File: src/rtl/div_unit.sv
// Radix-2 restoring divider for RV32M DIV/DIVU/REM/REMU: one quotient bit per cycle,
// with an early exit for a zero divisor and abort on annul or when start drops.
module div_unit (
  input  logic        clk,
  input  logic        rst,
  input  logic        signed_div_i,
  input  logic [31:0] opdata1_i,
  input  logic [31:0] opdata2_i,
  input  logic        start_i,
  input  logic        annul_i,
  output logic [63:0] result_o,
  output logic        ready_o
);

  typedef enum logic [1:0] {
    DIV_FREE,
    DIV_BY_ZERO,
    DIV_ON,
    DIV_END
  } state_t;

  state_t      state_q, state_d;
  logic [5:0]  cnt_q, cnt_d;
  logic [31:0] dividend_raw_q, dividend_raw_d;
  logic [31:0] divisor_q, divisor_d;
  logic [31:0] rem_q, rem_d;
  logic [31:0] quot_q, quot_d;
  logic        quot_neg_q, quot_neg_d;
  logic        rem_neg_q, rem_neg_d;
  logic [63:0] result_q, result_d;
  logic        ready_q, ready_d;

  logic [31:0] op1_abs, op2_abs;
  logic [32:0] shifted;
  logic        fits;
  logic [31:0] rem_step, quot_step;
  logic [31:0] rem_fin, quot_fin;
  logic        abort;

  assign abort   = annul_i || !start_i;
  assign op1_abs = (signed_div_i && opdata1_i[31]) ? (~opdata1_i + 32'd1) : opdata1_i;
  assign op2_abs = (signed_div_i && opdata2_i[31]) ? (~opdata2_i + 32'd1) : opdata2_i;

  // The partial remainder is always below the divisor, so after the shift it fits in
  // 33 bits and a successful trial subtraction always fits back into 32.
  assign shifted   = {rem_q, quot_q[31]};
  assign fits      = shifted >= {1'b0, divisor_q};
  assign rem_step  = fits ? (shifted[31:0] - divisor_q) : shifted[31:0];
  assign quot_step = {quot_q[30:0], fits};
  assign quot_fin  = quot_neg_q ? (~quot_step + 32'd1) : quot_step;
  assign rem_fin   = rem_neg_q ? (~rem_step + 32'd1) : rem_step;

  always_comb begin
    state_d        = state_q;
    cnt_d          = cnt_q;
    dividend_raw_d = dividend_raw_q;
    divisor_d      = divisor_q;
    rem_d          = rem_q;
    quot_d         = quot_q;
    quot_neg_d     = quot_neg_q;
    rem_neg_d      = rem_neg_q;
    result_d       = result_q;
    ready_d        = ready_q;

    case (state_q)
      DIV_FREE: begin
        ready_d  = 1'b0;
        result_d = '0;
        cnt_d    = '0;
        if (start_i && !annul_i) begin
          dividend_raw_d = opdata1_i;
          divisor_d      = op2_abs;
          quot_d         = op1_abs;
          rem_d          = '0;
          quot_neg_d     = signed_div_i & (opdata1_i[31] ^ opdata2_i[31]);
          rem_neg_d      = signed_div_i & opdata1_i[31];
          state_d        = (opdata2_i == 32'd0) ? DIV_BY_ZERO : DIV_ON;
        end
      end

      DIV_BY_ZERO: begin
        if (abort) begin
          state_d  = DIV_FREE;
          cnt_d    = '0;
          ready_d  = 1'b0;
          result_d = '0;
        end else begin
          state_d  = DIV_END;
          ready_d  = 1'b1;
          result_d = {dividend_raw_q, 32'hFFFF_FFFF};
        end
      end

      DIV_ON: begin
        if (abort) begin
          state_d  = DIV_FREE;
          cnt_d    = '0;
          ready_d  = 1'b0;
          result_d = '0;
        end else begin
          rem_d  = rem_step;
          quot_d = quot_step;
          cnt_d  = cnt_q + 6'd1;
          if (cnt_q == 6'd31) begin
            state_d  = DIV_END;
            ready_d  = 1'b1;
            result_d = {rem_fin, quot_fin};
          end
        end
      end

      DIV_END: begin
        if (abort) begin
          state_d  = DIV_FREE;
          ready_d  = 1'b0;
          result_d = '0;
        end
      end

      default: begin
        state_d  = DIV_FREE;
        ready_d  = 1'b0;
        result_d = '0;
      end
    endcase
  end

  always_ff @(posedge clk) begin
    if (rst) begin
      state_q        <= DIV_FREE;
      cnt_q          <= '0;
      dividend_raw_q <= '0;
      divisor_q      <= '0;
      rem_q          <= '0;
      quot_q         <= '0;
      quot_neg_q     <= 1'b0;
      rem_neg_q      <= 1'b0;
      result_q       <= '0;
      ready_q        <= 1'b0;
    end else begin
      state_q        <= state_d;
      cnt_q          <= cnt_d;
      dividend_raw_q <= dividend_raw_d;
      divisor_q      <= divisor_d;
      rem_q          <= rem_d;
      quot_q         <= quot_d;
      quot_neg_q     <= quot_neg_d;
      rem_neg_q      <= rem_neg_d;
      result_q       <= result_d;
      ready_q        <= ready_d;
    end
  end

  assign result_o = result_q;
  assign ready_o  = ready_q;

endmodule

File: config.mk
export PLATFORM = sky130hd
export DESIGN_NAME = div_unit
export DESIGN_NICKNAME = d
export VERILOG_FILES = /design/src/rtl/div_unit.sv
export SDC_FILE = /design/constraint.sdc
export NUM_CORES = 1
export LEC_CHECK = 0
export BUFFER_PORTS_ARGS = -buffer_cell sky130_fd_sc_hd__buf_4
export CAP_MARGIN = 20
export CORE_ASPECT_RATIO = 0.5
export CORE_UTILIZATION = 65
export CTS_CLUSTER_DIAMETER = 150
export CTS_CLUSTER_SIZE = 12
export DETAILED_ROUTE_END_ITERATION = 8
export GPL_TIMING_DRIVEN = 0
export PLACE_DENSITY = 0.87
export REMOVE_ABC_BUFFERS = 1
export SLEW_MARGIN = 20
export SYNTH_ARGS = -nofsm -noshare
export SYNTH_HDL_FRONTEND = slang
export SYNTH_SLANG_ARGS = --single-unit
File: constraint.sdc
create_clock -name clk -period 6.8 [get_ports clk]
set_input_delay 0.68 -clock clk [delete_from_list [all_inputs] [get_ports clk]]
set_output_delay 0.68 -clock clk [all_outputs]
set_load 0.01 [all_outputs]
### After elaboration in Yosys (flattened, before gate mapping)

Cells that the tools add are included.
Widths: inputs -> output; s select.

* register bits: 203
* input port bits: 69
* word-level logic and storage cells: 79
* output and inout bits: 65

* bitwise operators: 7
* mux-type cells: 31
* order comparisons: 1
* reductions and logical operators: 15
* $add $sub $neg: 6
* equality and inequality tests: 9

Operators with widths (count)
* $mux 32: 9
* $mux 64: 4
* $pmux 64 s4: 1
* $add 32x1->32 const B: 4
* $not 32->32: 4
* $pmux 32 s2: 2
* $ge 33x32->1: 1
* $logic_not 32->1: 1
* $sub 32x32->32: 1
* $pmux 6 s3: 1
* $mux 2: 6
* $mux 6: 2
* $ne 2x2->1 const B: 4
* $pmux 2 s4: 1
* $add 6x1->6 const B: 1
* $eq 6x5->1 const B: 1
* $reduce_and 2->1: 3
* $reduce_and 3->1: 2
* $eq 2x2->1 const B: 2
* $mux 1: 4
* $pmux 1 s4: 1
* $logic_and 1x1->1: 3
* $ne 3x3->1 const B: 1
* $reduce_bool 3->1: 1
* other kinds (7): 9

### Longest topological paths before layout

Gate-level depths: netlist of the first run.

* word-level depth: 8
* mapped depth: 22
* depth with buffers taken out: 18

### Worst setup path before layout of the first run

OpenSTA, ideal clock, no wires.

* path kind: register -> register
* from: reg divisor_q[10]
* to: reg result_q[56] (netlist: result_o[56])
* arrival time: 4282 ps
* stages on the path, launching flop included: 22
* buffers on the path: 4
* setup time: 117 ps
* period minus slack after synthesis: 4399 ps
* data required time: 6683 ps
* path slack: 2401 ps
* cells stage by stage: dfxtp_1 inv_1 ha_1 buf_2 nand3_1 or3_1 a211oi_2 o211a_1 or2_4 buf_4 buf_4 buf_4 mux2i_1 ha_1 nand2_1 or4_1 nor3b_1 a32oi_1 nor4_2 or3_1 nand4_1 a22o_1

* word-level cells in the longest chain between the ends: 8
* elaborated cells on any way between the ends: 9
* those cells by class: add/sub (2); order compare (1); mux (5); bitwise (1)

Ends and longest elaborated chain
* start: declaration: line 25 `logic [31:0] divisor_q, divisor_d;`
* start signal: assignment: line 144 `divisor_q <= divisor_d;`
* $sub 32x32->32 or $ge 33x32->1 (tied branches): line 48, 47
* $mux 32 (*): line 48 `assign rem_step = fits ? (shifted[31:0] - divisor_q) : shifted[31:0];`
* $not 32->32: line 51 `assign rem_fin = rem_neg_q ? (~rem_step + 32'd1) : rem_step;`
* $add 32x1->32: line 51
* $mux 32 (*): line 51
* $mux 64 (*): line 104 `if (cnt_q == 6'd31) begin`
* $mux 64 (*): line 95 `if (abort) begin`
* $pmux 64 s4 (*): line 65 `case (state_q)`
* end signal: assignment: line 149 `result_q <= result_d;`
* end: declaration: line 30 `logic [63:0] result_q, result_d;`

Every way passes the cells marked *; elsewhere a longest branch is shown, timed or not. The select of a mux whose other input is x is not followed.
A chain may end at the register's enable or synchronous reset.

### Worst setup path after layout of the first run

* from: reg rem_q[10]
* to: reg result_q[62] (netlist: result_o[62])

* word-level cells in the longest chain between the ends: 8
* elaborated cells on any way between the ends: 9
* those cells by class: add/sub (2); order compare (1); mux (5); bitwise (1)

Ends and longest elaborated chain
* start: declaration: line 26 `logic [31:0] rem_q, rem_d;`
* start signal: assignment: line 145 `rem_q <= rem_d;`
* $sub 32x32->32 or $ge 33x32->1 (tied branches): line 48, 47
* $mux 32 (*): line 48
* $not 32->32: line 51
* $add 32x1->32: line 51
* $mux 32 (*): line 51
* $mux 64 (*): line 104
* $mux 64 (*): line 95
* $pmux 64 s4 (*): line 65

Marks and branches as above.

==> impl_results.md, run 1 <==
* Status: finished clean
* Ys flop type: dfxtp_1
* RSZ-0062 raised after global routing: false
* Site Rows at 36
* Syn. warnings at 0
* Die footprint at 20900 um2
* CTS Sinks at 203
* CP dominant cell by count: ha_1
* Async set or reset register ratio after synthesis at 0
* Worst R2R Path Depth at 16
* Slowest CP cell: or2_4
* Power Total at 0.00481 W
* Total core area at 19600 um2
* Final WL at 38.5 mm
* Critical path data required time at 7.18 ns
* Post-synth EDFFs at 0
* Final net count at 1926
* R2r setup slk at 1.17 ns
* Setup WS post-layout at 1.17 ns
* Setup TNS at 0 ns
* Share of post-route cells with drive strength above 1 at 0.115
* Vias in the first global route at 11.9k
* Post-CTS Resized at 0
* P&R area growth vs syn at 12.4%
* Initial antenna violation count at 0
* Kind of critical path: flip-flop to flip-flop
* Synth top area share at 0.309
* Clock Pin Slew Worst Setup and Hold Paths at 0.07 ns
* Vias after detailed routing at 13.2k
* Dominant cell type by area after synthesis: dfxtp_1
* Total gr overflow at 0
* Highest clock rate at 178 MHz
* Non-Filler Instances at 2081
* Initial drt markers at 1260
* Clk Latency, worst-skew pair at 0.53 ns
* Synth area leaders: dfxtp_1 31%, nand2_1 7.0%, a21oi_1 6.3%, o21ai_0 5.9%, nor2_1 5.6%
* Remaining DRCs at 0
* Min-delay worst type: input pin to flip-flop
* Type of origin of the critical path: flip-flop
* Post-Syn Instances at 1770
* Vias per cell at 6.36
* Drt wl/cell at 18.5 um
* Largest net degree at the start of global routing at 96
* Synth cell types at 80
* Routability Congestion at 0.982
* GRT Total Usage at 0.358
* IO Port Bufs at 133
* CP cell instances: ha_1, nand3_1, or3_1, a211oi_2, o211a_1, or2_4, mux2i_1, ha_1, nand2_1, or4_1, nor3b_1, a32oi_1, nor4_2, a41oi_1, xnor2_1, o21ai_0
* Die Y at 103 um
* TritonCTS buffer count at 20
* Number of iterations in the first detailed-routing pass at 6
* #FFs+latches synth at 203
* Top-count cell post-synth: nand2_1
* CTS tree: built
* Hold-fix buffers at CTS at 0
* Crit path to: result_o[62]
* Max-Cap Viols at 0
* Final Hold Viols at 0
* Global-route wire length before repair at 60.1 mm
* Worst-margin pin slew at 1.06 ns
* # IOs at 134
* VDD IR max at 171 uV
* Reg-to-reg startpoint: rem_q[10]
* Normalized max-slew margin at 0.289
* CTS H-Tree Depth at 1
* Post-DP HPWL at 27.9 mm
* Setup bufs post-CTS at 0
* Clock skew at 0.0206 ns
* Leading cell types by count after synthesis: 247 x nand2_1, 203 x dfxtp_1, 197 x nor2_1
* Slew Limit Fails at 0
* CTS Root Cell: clkbuf_16
* Final setup viols at 0
* Initial Util at 0.670
* Die W at 203 um
* Pwr Density at 325 nW/um2
* Avg Inst Size Synth at 7.44 um2
* Fillcell total at 1549
* Synth Cell Area at 13200 um2
* N_diodes at 0
* Dpl cells at 2059
* Post-layout min period at 5.63 ns
* Critical-path maximum fanout at 56
* Max incr delay on CP at 0.67 ns
* RR Endpoint: result_o[62]
* Clock buffer depth at 3
* Detail Route Antenna Nets at 0
* Static leakage at 5.68 nW
* Final core utilization at 0.753
* Setup WS pre-CTS at 1.38 ns
* Period utilisation layout at 0.827
* Crit end category: flip-flop
* Sequential area share after synthesis at 0.309
* Worst EP arrival at 6.00 ns
* Crit path from: rem_q[10]
## cell type report
type	instances	area, um2	share of cell area
multi-input cells	1386	8420	0.569
flip-flops and latches	203	4060	0.275
repair buffers	144	1220	0.0828
clock buffers	21	504	0.0341
well taps	266	333	0.0225
inverters	60	228	0.0154
clock inverters	1	16.3	0.00110
## state kept, by name, indices dropped and copies added, names as in the netlist
signal	cells
quot_q	32
rem_neg_q	1
rem_q	32
ready_o	1
quot_neg_q	1
dividend_raw_q	32
result_o	64
state_q	2
divisor_q	32
cnt_q	6
## layout by cell type, fill, tap and decap left out, drive strengths merged, types with 22 or more instances in the layout
| master | Yosys | routed |
|---|---|---|
| o21ai | 160 | 160 |
| a211oi | 35 | 35 |
| buf | 36 | 144 |
| nor3 | 31 | 31 |
| nor2 | 197 | 197 |
| a22oi | 68 | 68 |
| nand2 | 247 | 247 |
| xnor2 | 58 | 58 |
| dfxtp | 203 | 203 |
| a21oi | 167 | 167 |
| xor2 | 78 | 78 |
| ha | 41 | 41 |
| nand3 | 22 | 22 |
| o31ai | 23 | 23 |
| inv | 60 | 60 |
## logic make-up after synthesis
logic type / count (synthesis) / synth area share
xor+xnor: 136 / 0.0905
buf+inv: 181 / 0.0556
simple gates: 616 / 0.212
compound gates: 570 / 0.275
fa+ha+maj: 42 / 0.0405
flops: 203 / 0.309
mux: 22 / 0.0173
## critical path: cells and delay by family, from the launching register on
family | cells | cell delay [ns]
DFF | 1 | 0.37
muxes | 1 | 0.40
AOI/OAI and AO/OA | 5 | 1.13
adders and majority gates | 2 | 0.79
xor gates and xnor gates | 1 | 0.21
and+or+nand+nor | 7 | 2.55
## through the flow
step	area, um2	hold WS [ns]
floorplan	12700	0.430
CTS	14800	0.426
finish	14800	0.425
global route	14800	0.438
detailed placement	14300	0.450
global placement	14000	0.444
## routing by layer
layer	vias up	GRT usage	part of all wire
li1	6375	-	-
met3	83	0.0724	0.099
met1	6142	0.490	0.44
met5	-	0	0
met2	630	0.573	0.44
met4	0	0.108	0.026
## power by group
part	switching, W	internal, W	leakage (nW)
combinational	0.00154	0.000871	3.78
sequential	0.000110	0.00130	1.65
clock	0.000464	0.000524	0.255
total	0.00211	0.00270	5.68
## worst min path at each step
stage / start / endpoint / slack [ns] / cells past startpoint
3_5_place_dp: result_o[43] / result_o[43] / 0.45 / 2
4_1_cts: opdata1_i[24] / dividend_raw_q[24] / 0.43 / 3
6_report: opdata1_i[24] / dividend_raw_q[24] / 0.42 / 3
5_1_grt: opdata1_i[24] / dividend_raw_q[24] / 0.44 / 3
2_1_floorplan: dividend_raw_q[17] / dividend_raw_q[17] / 0.43 / 2
3_3_place_gp: dividend_raw_q[8] / dividend_raw_q[8] / 0.44 / 2
(Power assumes the default switching activity.)
==> run 2, diff against run 1 <==
--- a/config.mk
+++ b/config.mk
@@ -8,12 +8,12 @@
 export BUFFER_PORTS_ARGS = -buffer_cell sky130_fd_sc_hd__buf_4
 export CAP_MARGIN = 20
 export CORE_ASPECT_RATIO = 0.5
-export CORE_UTILIZATION = 65
+export CORE_UTILIZATION = 55
 export CTS_CLUSTER_DIAMETER = 150
 export CTS_CLUSTER_SIZE = 12
 export DETAILED_ROUTE_END_ITERATION = 8
 export GPL_TIMING_DRIVEN = 0
-export PLACE_DENSITY = 0.87
+export PLACE_DENSITY = 0.78
 export REMOVE_ABC_BUFFERS = 1
 export SLEW_MARGIN = 20
 export SYNTH_ARGS = -nofsm -noshare
==> constraint.sdc (replaced) <==
create_clock -name clk -period 4.9 [get_ports clk]
set_input_delay 0.49 -clock clk [delete_from_list [all_inputs] [get_ports clk]]
set_output_delay 0.49 -clock clk [all_outputs]
set_load 0.01 [all_outputs]
==> run 2 against run 1 <==
Effect of this change: the run now ends with design-rule violations left; count of clock-buffer cells in the layout unchanged; highest routed layer unchanged; sequential cell count unchanged; sequential power grew 38%; utilization decreased by 10 points; routed wire length is 2.7% lower; cell area grew 2.2%.
==> impl_results.md, run 2 (same netlist as run 1, synthesis figures left out) <==
* Critical path data required time at 5.31 ns
* Setup WS post-layout at 0.169 ns
* Crit end category: flip-flop
* Die Y at 111 um
* Vias after detailed routing at 12.8k
* CTS H-Tree Depth at 1
* Max reg flops at 64
* P&R area growth vs syn at 14.8%
* Vias in the first global route at 11.4k
* Period utilisation layout at 0.966
* Final setup viols at 0
* Final net count at 1937
* GRT Total Usage at 0.292
* Die W at 221 um
* Total gr overflow at 0
* Global-route wire length before repair at 59.7 mm
* Fin area at 15100 um2
* CTS Sinks at 203
* TritonCTS buffer count at 20
* Critical-path maximum fanout at 10
* Reg-to-reg startpoint: rem_q[10]
* CTS tree: built
* Drt wl/cell at 17.5 um
* Kind of critical path: flip-flop to flip-flop
* Clock skew at 0.0111 ns
* Initial antenna violation count at 0
* Worst EP arrival at 5.14 ns
* N_diodes at 0
* Max-Cap Viols at 0
* RR Endpoint: result_o[62]
* Die footprint at 24600 um2
* Gate power share at 0.516
* Initial drt markers at 1409
* Most common library cell in the layout ignoring fill and taps: nand2_1
* Hold-fix buffers at CTS at 0
* Area occupied by multi-input gates at 8610 um2
* Initial Util at 0.569
* Min-delay worst type: input pin to flip-flop
* Fillcell total at 2024
* Status: complete, but fails checks
* Post-Place Cell Area at 14300 um2
* Number of iterations in the first detailed-routing pass at 9
* Type of origin of the critical path: flip-flop
* Highest clock rate at 211 MHz
* FF/Latch Area at 4070 um2
* Static leakage at 5.75 nW
* VDD IR max at 289 uV
* Final Hold Viols at 0
* Switch Pwr at 0.00298 W
* Reg power frac at 0.285
* Internal power at 0.00388 W
* Clock share of power at 0.200
* Pwr Density at 453 nW/um2
* IO Port Bufs at 133
* Worst R2R Path Depth at 17
* Highest-count cells in the layout ignoring fill and taps: 245 x nand2_1, 202 x dfxtp_1, 194 x nor2_1, 166 x a21oi_1, 153 x o21ai_0
* Net Sw Frac at 0.434
* Failing checks: design-rule violations
* Share of post-route cells with drive strength above 1 at 0.132
* Largest net degree at the start of global routing at 124
* Clock buffer depth at 3
* CTS Root Cell: clkbuf_16
* Post-DP HPWL at 26.3 mm
* Worst-margin pin slew at 1.03 ns
* Normalized max-slew margin at 0.311
* Post-layout min period at 4.73 ns
* Detail Route Antenna Nets at 0
* Setup WS pre-CTS at -0.509 ns
* Total core area at 23100 um2
* Slew Limit Fails at 0
* Routability Congestion at 0.948
* R2r setup slk at 0.17 ns
* Hold Path Cell Cnt at 3
* Hold Startpoint: opdata1_i[26]
* Worst hold slack at 0.258 ns
* Remaining DRCs at 8
* Final WL at 37.4 mm
* Site Rows at 39
* WHS Endpoint: dividend_raw_q[26]
* Vias per cell at 6.02
* # IOs at 134
* Clock Pin Slew Worst Setup and Hold Paths at 0.07 ns
* Clk Latency, worst-skew pair at 0.51 ns
[run 2: area by class of cell]
| class | count | share of cell area |
|---|---|---|
| inverter | 60 | 0.0154 |
| tap | 307 | 0.0254 |
| multi-input combinational | 1388 | 0.570 |
| clock buffer | 21 | 0.0334 |
| sequential | 203 | 0.269 |
| clock inverter | 1 | 0.00108 |
| timing repair buffer | 153 | 0.0863 |
[run 2: worst max-delay path, stage by stage (launching register included)]
cell and delay [ns]:
dfxtp_1 0.40, ha_4 0.37, nand3_1 0.21, or3_4 0.46
a211oi_4 0.25, o211a_4 0.25, or2_4 0.24, mux2i_2 0.29
ha_2 0.26, nand2_1 0.09, or4_1 0.44, nor3b_1 0.27
a32oi_1 0.21, nor4_4 0.30, buf_4 0.18, a41oi_2 0.10
xnor2_1 0.15, o21ai_0 0.17
[run 2: through the flow]
stage / util / power (W) / cells / setup TNS [ns]
2_1_floorplan: - / 0.00427 / 1649 / -3.76
4_1_cts: 0.644 / 0.00663 / 2126 / 0
3_5_place_dp: 0.620 / 0.00522 / 2101 / -2.44
6_report: 0.654 / 0.00685 / 2133 / 0
5_1_grt: 0.654 / 0.00725 / 2133 / -0.0292
3_3_place_gp: 0.607 / 0.00508 / 2089 / -372.90
[run 2: power by group through the flow]
| stage | logic (W) | clock network, W | registers (W) |
|---|---|---|---|
| final | 0.00353 | 0.00137 | 0.00195 |
| after global routing | 0.00384 | 0.00144 | 0.00197 |
| after CTS | 0.00331 | 0.00137 | 0.00195 |
| after detailed placement | 0.00324 | 0 | 0.00198 |
| after global placement | 0.00310 | 0 | 0.00198 |
| after floorplan | 0.00232 | 0 | 0.00195 |
[run 2: worst max path at each step]
stage | from | to | slack, ns
2_1_floorplan | state_q[0] | result_o[63] | -0.41
3_3_place_gp | state_q[0] | result_o[63] | -4.09
3_5_place_dp | rem_q[10] | result_o[62] | -0.51
4_1_cts | rem_q[9] | result_o[62] | 0.02
5_1_grt | divisor_q[30] | result_o[62] | -0.01
6_report | rem_q[10] | result_o[62] | 0.17
[run 2: layer usage]
metal | global-route usage | up-vias | routed length (um)
li1 | - | 6413 | -
met1 | 0.430 | 5888 | 17600
met5 | 0 | - | 0
met2 | 0.457 | 480 | 16300
met3 | 0.0399 | 50 | 2940
met4 | 0.0578 | 0 | 614
[run 2: repair_timing]
action	4_1_cts	5_1_grt
cloned	2	0
endpoints found under the setup margin	11	11
resized for setup	3	30
buffers inserted	1	7
pin swaps	0	4
